**config.mk**
```make
export PLATFORM = sky130hd
export DESIGN_NAME = fetch_stage
export DESIGN_NICKNAME = d
export VERILOG_FILES = /design/src/rtl/rv32i_types.sv /design/src/rtl/fetch_skid.sv /design/src/rtl/fetch_stage.sv
export SDC_FILE = /design/constraint.sdc
export NUM_CORES = 1
export LEC_CHECK = 0
export BUFFER_PORTS_ARGS = -buffer_cell sky130_fd_sc_hd__buf_2
export CORE_MARGIN = 4
export CORE_UTILIZATION = 60
export CTS_CLUSTER_DIAMETER = 120
export DETAILED_ROUTE_END_ITERATION = 16
export PLACE_DENSITY = 0.85
export SLEW_MARGIN = 20
export SYNTH_ARGS = -nofsm -noshare
export SYNTH_HDL_FRONTEND = slang
export SYNTH_SLANG_ARGS = --single-unit
```
**constraint.sdc**
```tcl
create_clock -name clk -period 4.06 [get_ports clk]
set_input_delay 0.609 -clock clk [delete_from_list [all_inputs] [get_ports clk]]
set_output_delay 0.609 -clock clk [all_outputs]
set_load 0.02 [all_outputs]
```
**src/rtl/rv32i_types.sv**
```systemverilog
// Shared rv32i pipeline types: IF/ID register layout, fetch FSM states, reset PC.
package rv32i_types;

  localparam logic [31:0] RESET_PC_DEFAULT = 32'h1eceb000;

  typedef enum logic [1:0] {
    IDLE,
    WAIT,
    FLUSH
  } fetch_state_t;

  typedef struct packed {
    logic        valid;
    logic [31:0] pc;
    logic [31:0] inst;
    logic [63:0] order;
  } if_id_reg_t;

endpackage

```
**src/rtl/fetch_skid.sv**
```systemverilog
// One-entry skid plus output slot; a blocked push lands in the skid, which drains into the slot first.
// Zero-latency handoff into the slot; clr_i drops both entries and wins over push and drain.
module fetch_skid
  import rv32i_types::*;
(
  input  logic       clk,
  input  logic       rst,
  input  logic       clr_i,
  input  logic       push_i,
  input  if_id_reg_t push_dat_i,
  input  logic       stall_i,
  output if_id_reg_t slot_o,
  output logic       skid_vld_d_o
`ifdef FETCH_PERF_EN
  ,
  output logic       skid_vld_o
`endif
);

  if_id_reg_t slot_q, slot_d;
  if_id_reg_t skid_q, skid_d;
  logic       consume;
  logic       slot_free;

  assign consume   = slot_q.valid && !stall_i;
  assign slot_free = !slot_q.valid || !stall_i;

  always_comb begin
    slot_d = slot_q;
    skid_d = skid_q;
    if (clr_i) begin
      slot_d.valid = 1'b0;
      skid_d.valid = 1'b0;
    end else if (skid_q.valid) begin
      // Older skid entry must reach the slot before any newer response.
      if (consume) begin
        slot_d       = skid_q;
        skid_d.valid = 1'b0;
        if (push_i) skid_d = push_dat_i;
      end
    end else if (push_i) begin
      if (slot_free) slot_d = push_dat_i;
      else           skid_d = push_dat_i;
    end else if (consume) begin
      slot_d.valid = 1'b0;
    end
  end

  always_ff @(posedge clk) begin
    if (rst) begin
      slot_q <= '0;
      skid_q <= '0;
    end else begin
      slot_q <= slot_d;
      skid_q <= skid_d;
    end
  end

  assign slot_o       = slot_q;
  assign skid_vld_d_o = skid_d.valid;
`ifdef FETCH_PERF_EN
  assign skid_vld_o   = skid_q.valid;
`endif

endmodule

```
**src/rtl/fetch_stage.sv**
```systemverilog
// rv32i fetch: one outstanding imem read, response-to-if_id_reg latency 1, stall absorbed by a 1-entry skid.
// Redirect squashes slot, skid and any in-flight response. FETCH_PERF_EN adds fetched/squashed counters.
module fetch_stage
  import rv32i_types::*;
#(
  parameter logic [31:0] RESET_PC = RESET_PC_DEFAULT
) (
  input  logic        clk,
  input  logic        rst,
  output logic [31:0] imem_addr,
  output logic [3:0]  imem_rmask,
  input  logic [31:0] imem_rdata,
  input  logic        imem_resp,
  input  logic        stall,
  input  logic        redirect_valid,
  input  logic [31:0] redirect_pc,
  input  logic [63:0] redirect_order,
  output if_id_reg_t  if_id_reg
`ifdef FETCH_PERF_EN
  ,
  output logic [31:0] perf_fetched,
  output logic [31:0] perf_squashed
`endif
);

  fetch_state_t state_q, state_d;
  logic [31:0]  pc_q, pc_d;
  logic [63:0]  order_q, order_d;
  logic [31:0]  redir_pc_aligned;
  logic         accept;
  logic         drop;
  logic         issue;
  logic         skid_vld_nxt;
  if_id_reg_t   push_dat;

  assign redir_pc_aligned = redirect_pc & 32'hffff_fffc;

  // pc_q still holds the outstanding request's PC until the response is accepted.
  assign accept   = (state_q == WAIT) && imem_resp && !redirect_valid;
  assign drop     = imem_resp && (((state_q == WAIT) && redirect_valid) || (state_q == FLUSH));
  assign issue    = !rst && !redirect_valid && ((state_q == IDLE) || accept) && !skid_vld_nxt;
  assign push_dat = {1'b1, pc_q, imem_rdata, order_q};

  always_comb begin
    state_d = state_q;
    pc_d    = pc_q;
    order_d = order_q;
    if (redirect_valid) begin
      pc_d    = redir_pc_aligned;
      order_d = redirect_order;
      unique case (state_q)
        WAIT:    state_d = imem_resp ? IDLE : FLUSH;
        FLUSH:   state_d = imem_resp ? IDLE : FLUSH;
        default: state_d = IDLE;
      endcase
    end else begin
      if (accept) begin
        pc_d    = pc_q + 32'd4;
        order_d = order_q + 64'd1;
      end
      if (issue)                                        state_d = WAIT;
      else if (accept || (state_q == FLUSH && imem_resp)) state_d = IDLE;
    end
  end

  // The address issued alongside an accept is already the incremented PC.
  assign imem_rmask = issue ? 4'hf : 4'h0;
  assign imem_addr  = issue ? pc_d : 32'h0;

  always_ff @(posedge clk) begin
    if (rst) begin
      state_q <= IDLE;
      pc_q    <= RESET_PC;
      order_q <= '0;
    end else begin
      state_q <= state_d;
      pc_q    <= pc_d;
      order_q <= order_d;
    end
  end

`ifdef FETCH_PERF_EN
  logic        skid_vld;
  logic [31:0] squash_inc;
`endif

  fetch_skid u_skid (
    .clk          (clk),
    .rst          (rst),
    .clr_i        (redirect_valid),
    .push_i       (accept),
    .push_dat_i   (push_dat),
    .stall_i      (stall),
    .slot_o       (if_id_reg),
    .skid_vld_d_o (skid_vld_nxt)
`ifdef FETCH_PERF_EN
    ,
    .skid_vld_o   (skid_vld)
`endif
  );

`ifdef FETCH_PERF_EN
  assign squash_inc = 32'(drop)
                    + 32'(redirect_valid && if_id_reg.valid)
                    + 32'(redirect_valid && skid_vld);

  always_ff @(posedge clk) begin
    if (rst) begin
      perf_fetched  <= '0;
      perf_squashed <= '0;
    end else begin
      perf_fetched  <= perf_fetched + 32'(accept);
      perf_squashed <= perf_squashed + squash_inc;
    end
  end
`else
  logic unused_drop;
  assign unused_drop = drop;
`endif

endmodule

```
# Word-level counts from Yosys, hierarchy flattened

Index checks and enable logic that the tools add are counted.

Register bits: 356
Input bits: 133
Output and inout bits: 165
Word-level logic and storage cells: 69

Add/subtract/negate cells: 2
Eq/ne operators: 6
Multiplexer cells: 23
Bitwise operators: 1
Reductions and logical operators: 26

Operators with widths:

| operator                                                                 | count |
|---|---|
| 129-bit two-way mux                                                      | 8 |
| 128-bit two-way mux                                                      | 1 |
| 64-bit two-way mux                                                       | 2 |
| 32-bit two-way mux                                                       | 3 |
| 64-bit by 1-bit adder with 64-bit output (second input constant)         | 1 |
| 32-bit by 3-bit adder with 32-bit output (second input constant)         | 1 |
| 2-bit two-way mux                                                        | 5 |
| 2-bit nonzero test                                                       | 4 |
| 1-bit logical AND                                                        | 7 |
| 1-bit logical NOT                                                        | 5 |
| 5-bit AND reduction                                                      | 1 |
| 4-bit two-way mux                                                        | 1 |
| 2-bit inequality test (second input constant)                            | 2 |
| 4-bit AND reduction                                                      | 1 |
| 2-bit OR reduction                                                       | 2 |
| 1-bit logical OR                                                         | 3 |
| 1-bit two-way mux                                                        | 3 |
| 3-bit by 1-bit inequality test with 1-bit output (second input constant) | 1 |
| 3-bit AND reduction                                                      | 1 |
| 3-bit nonzero test                                                       | 1 |
| 2-bit by 1-bit == test with 1-bit output (second input constant)         | 1 |
| 2-bit == test (second input constant)                                    | 1 |
| 2-bit logical NOT                                                        | 1 |
| 2-bit by 1-bit inequality test with 1-bit output (second input constant) | 1 |
| 1-bit NOT                                                                | 1 |

# Logic depth before layout (Yosys ltp)

Depth after elaboration: 11
Gate-level depth with buffers: 11

# Hierarchy

Synthesis repeated with hierarchy kept, for this count alone.

Cells, all modules: 2060
Area total of the unflattened synthesis: 17429.2 um^2

By module, submodules not included:

| module      | instances | cells an instance | area each (um^2) | seq. area each (um^2) |
|---|---|---|---|---|
| fetch_skid  | 1         | 1200              | 10941.7          | 5165.0 |
| fetch_stage | 1         | 860               | 6487.5           | 1961.9 |

# Worst setup path before layout

Ideal clock, no wire load.

Path type: input to output
Start: input port imem_resp
End: output port imem_addr[17]
Arrival: 2.556 ns
Data required time: 3.451 ns
Setup slack: 0.895 ns
Cell stages on the path: 7
Buffers on the path: 2
Cells stage by stage: clkbuf_1 -> nand3_1 -> nor3_1 -> clkbuf_1 -> nand3_1 -> xnor2_1 -> a211oi_1

Cells in the longest elaborated chain, start to end: 9

RTL lines:

| item                             | line              | text |
|---|---|---|
| from (decl)                      | fetch_stage.sv:13 | `input logic imem_resp,` |
| 1-bit logical AND * (2 in a row) | fetch_stage.sv:39 | `assign accept = (state_q == WAIT) && imem_resp && !redirect_valid;` |
| 129-bit two-way mux              | fetch_skid.sv:39  | `if (push_i) skid_d = push_dat_i;` |
| 129-bit two-way mux              | fetch_skid.sv:36  | `if (consume) begin` |
| 129-bit two-way mux              | fetch_skid.sv:34  | `end else if (skid_q.valid) begin` |
| 1-bit two-way mux                | fetch_skid.sv:31  | `if (clr_i) begin` |
| 1-bit logical NOT                | fetch_stage.sv:41 | `assign issue = !rst && !redirect_valid && ((state_q == IDLE) \|\| accept) && !skid_vld_nxt;` |
| 1-bit logical AND                | fetch_stage.sv:41 |  |
| 32-bit two-way mux *             | fetch_stage.sv:68 | `assign imem_addr = issue ? pc_d : 32'h0;` |
| to (decl)                        | fetch_stage.sv:10 | `output logic [31:0] imem_addr,` |

Every way passes the cells marked *; elsewhere a longest branch is shown, timed or not. The select of a mux whose other input is x is not followed.

# Final worst setup path

Start: register state_q[1]
End: output port imem_addr[9]

Cells in the longest elaborated chain, start to end: 10

RTL lines:

| item                                     | line              | text |
|---|---|---|
| from (decl)                              | fetch_stage.sv:26 | `fetch_state_t state_q, state_d;` |
| from (signal assigned)                   | fetch_stage.sv:76 | `state_q <= state_d;` |
| 2-bit by 1-bit == test with 1-bit output | fetch_stage.sv:39 |  |
| 1-bit logical AND (2 in a row)           | fetch_stage.sv:39 |  |
| 129-bit two-way mux                      | fetch_skid.sv:39  |  |
| 129-bit two-way mux                      | fetch_skid.sv:36  |  |
| 129-bit two-way mux                      | fetch_skid.sv:34  |  |
| 1-bit two-way mux                        | fetch_skid.sv:31  |  |
| 1-bit logical NOT                        | fetch_stage.sv:41 |  |
| 1-bit logical AND                        | fetch_stage.sv:41 |  |
| 32-bit two-way mux *                     | fetch_stage.sv:68 |  |

Marked as above.

==> reports/metrics.csv <==
stage;metric;value;unit
floorplanning;die width;172.7;microns
logic_synthesis;Main synth FF type;dfxtp_1;
sta;Slew HR;0.2386;
global_route;Total GRT Usage;0.2886;
worst_setup_path;Worst Path Required;3450;ps
global_route;grt total ovfl;0;
power;leakage;6.859;nW
power;clock share of power;0.460;
cells_and_area;Area growth syn-to-layout;17.32;%
logic_synthesis;Synth Cell Area;16280;sq um
drt;router iterations before antenna repair;6;
floorplanning;Initial Util;0.6076;
cells_and_area;nets;2309;
floorplanning;Ports;298;
power;Comb pwr share;0.076;
power;switching share of power;0.2363;
clock_tree;TritonCTS buffer count;38;
drt;DRC viols;0;
clock_tree;worst skew pair latency;520;ps
placement;DP HPWL;30320;microns
global_route;first-pass GRT wire length;73510;microns
global_route;vias in the first global route;14681;
logic_synthesis;FF+latch count, synth;356;
power;Psw;0.001902;W
clock_tree;Worst-path clk slew;60;ps
job;Max-Cap Viols;0;
clock_tree;Post-CTS Hold Buffers;0;
logic_synthesis;Syn Area/Cell;8.137;sq um
sta;clk_skew;14.56;ps
cells_and_area;Filler cells;2035;
placement;RD Place Congestion;0.9066;
drt;DR vias/cell;6.091;
power;Pwr Density;421.3;nW/um^2
drt;Iter 0 DRT Violations;1548;
power;Flop pwr share;0.464;
sta;Hold Fails Final Rpt;0;
worst_hold_path;HP Class;in2reg;
clock_tree;post-cts resize count;0;
floorplanning;full die area;29840;sq um
cells_and_area;Final Non-Filler Cells;2542;
worst_setup_path;Max FO, Critical Path;24;
worst_setup_path;crit start category;flop;
logic_synthesis;sequential fraction of the synthesis area;0.4377;
floorplanning;core area;26800;sq um
drt;DRT antenna net count;0;
logic_synthesis;EDFF count, synth;0;
power;Peak supply drop;0.2824;mV
global_route;antenna violations before repair;6;
clock_tree;clk buf depth;3;
global_route;largest net degree at the start of global routing;163;
sta;Setup violations, final;0;
power;Cell Int Power;0.006147;W
run_status;status;finished clean;
clock_tree;H-tree lvl count;2;
sta;Final Cycle Share;0.8953;
cells_and_area;Core Util, Final;0.7128;
placement;number of I/O port buffers;295;
logic_synthesis;Netlist cell types;56;
sta;Hold Worst Slack;332.6;ps
floorplanning;Rows;60;
sta;Fmax;275.1;MHz
logic_synthesis;Async S/R FF share, synth;0;
worst_setup_path;Worst Setup End Kind;output port;
clock_tree;Post-CTS Setup Repair Bufs;0;
worst_setup_path;crit path kind;reg2out;
drt;vias after detailed routing;15484;
sta;final slew viol count;0;
clock_tree;CTS root buffer;clkbuf_16;
clock_tree;CTS Sinks;356;
sta;Slew @ Worst Pin;1133;ps
drt;WL final;45660;microns
logic_synthesis;synth warn;0;
placement;dpl cells;2471;
logic_synthesis;cell count after synthesis;2001;
sta;Setup TNS Final;0;ps
worst_setup_path;crit path DAT;3030;ps
floorplanning;die height;172.7;microns
cells_and_area;layout cells sized above 1;0.1793;
sta;setup repair after global routing missed its margin;no;
clock_tree;CTS tree;yes;
logic_synthesis;Syn Nets;2140;
sta;crit path time final;3635;ps
drt;WL per Instance;17.96;microns
## cells by family after synthesis
family,Yosys count,share of synthesized area
buffers and inverters,201,0.04802
multiplexers,147,0.09044
adder cells (fa/ha/maj),6,0.004610
flip-flops,356,0.4377
AO/OA/AOI/OAI,410,0.1619
AND/OR/NAND/NOR,829,0.2294
XOR/XNOR,52,0.02797
## registers in the layout, indices dropped and copies added (netlist names)
register / cells
order_q: 64
pc_q: 32
state_q: 2
u_skid.skid_q: 129
u_skid.slot_o: 129
## cells in the final DEF (no fill, tap or decap), types with 9 or more instances in the layout
cell type / n
inv_1: 14
nor3_1: 41
nand3_1: 47
and4_1: 10
xor2_1: 23
buf_4: 13
a21oi_1: 157
and2_1: 11
o211ai_1: 9
clkbuf_16: 42
nand4_1: 50
mux2i_1: 146
nand2_1: 322
or3_1: 16
clkbuf_8: 11
nor2_1: 245
o21ai_0: 36
nor4_1: 24
xnor2_1: 29
and3_1: 19
or4_1: 12
a311oi_1: 14
a211oi_1: 161
dfxtp_1: 355
buf_2: 294
## cells in the mapped netlist, drive strengths merged (20+ instances only)
| cell type | n | share of area |
|---|---|---|
| nor3 | 41 | 0.013 |
| mux2i | 146 | 0.090 |
| and3 | 20 | 0.0077 |
| buf | 28 | 0.0081 |
| a211oi | 161 | 0.074 |
| xnor2 | 29 | 0.016 |
| nand3 | 48 | 0.015 |
| nand2 | 323 | 0.074 |
| o21ai | 36 | 0.011 |
| clkbuf | 158 | 0.036 |
| dfxtp | 356 | 0.44 |
| a21oi | 157 | 0.048 |
| xor2 | 23 | 0.012 |
| nor4 | 24 | 0.0092 |
| nor2 | 246 | 0.057 |
| nand4 | 51 | 0.020 |
## worst paths after layout
kind,endpoint,depth (start not counted),slack (ps),start
worst max-delay path,imem_addr[9],10,430,state_q[1]
worst min register to register,u_skid.skid_q[112],2,450,u_skid.skid_q[112]
worst min-delay path,pc_q[30],3,330,redirect_pc[30]
worst max register to register,order_q[41],8,940,state_q[1]
## layout make-up
type                            count  area [sq um]  share of cell area
Antenna cell                        4         10.01           0.0005240
Inverter                           15         58.81            0.003078
Clock inverter                      9         148.9            0.007794
Sequential cell                   356          7131              0.3733
Timing Repair Buffer              315          1707             0.08934
Tap cell                          341         426.7             0.02233
Multi-Input combinational cell   1444          8401              0.4397
Clock buffer                       58          1221             0.06392
## through the flow
stage / instance area [sq um] / setup WS (ps) / power [W]
floorplan: 16280 / 895.5 / 0.004167
global placement: 17720 / 942.5 / 0.004385
finish: 19100 / 425.1 / 0.008048
global route: 19100 / 297.3 / 0.008291
detailed placement: 17720 / 893.1 / 0.004407
CTS: 19090 / 479.2 / 0.008067
## power groups by stage
stage	clock network, W	registers [W]	logic, W
2_1_floorplan	0	0.00378	0.000389
3_3_place_gp	0	0.00379	0.000591
3_5_place_dp	0	0.00380	0.000606
4_1_cts	0.00373	0.00372	0.000613
5_1_grt	0.00387	0.00374	0.000671
6_report	0.00370	0.00373	0.000616
## critical path: stages, from the launching register on
cell and delay [ps]:
dfxtp_1 330, inv_1 90, ha_1 410, and3b_1 260, and2_1 200, nor2_1 70
o221ai_2 500, buf_12 240, inv_1 100, and2_1 150, buf_2 160
## layer usage
layer  track usage  wire (microns)  vias up
met5             0              25        -
li1              -               -     7404
met4        0.1194            1781        4
met1        0.3790           19130     7289
met3       0.05400            3381      139
met2        0.4720           21340      648
Power figures use the tool's default switching activity.
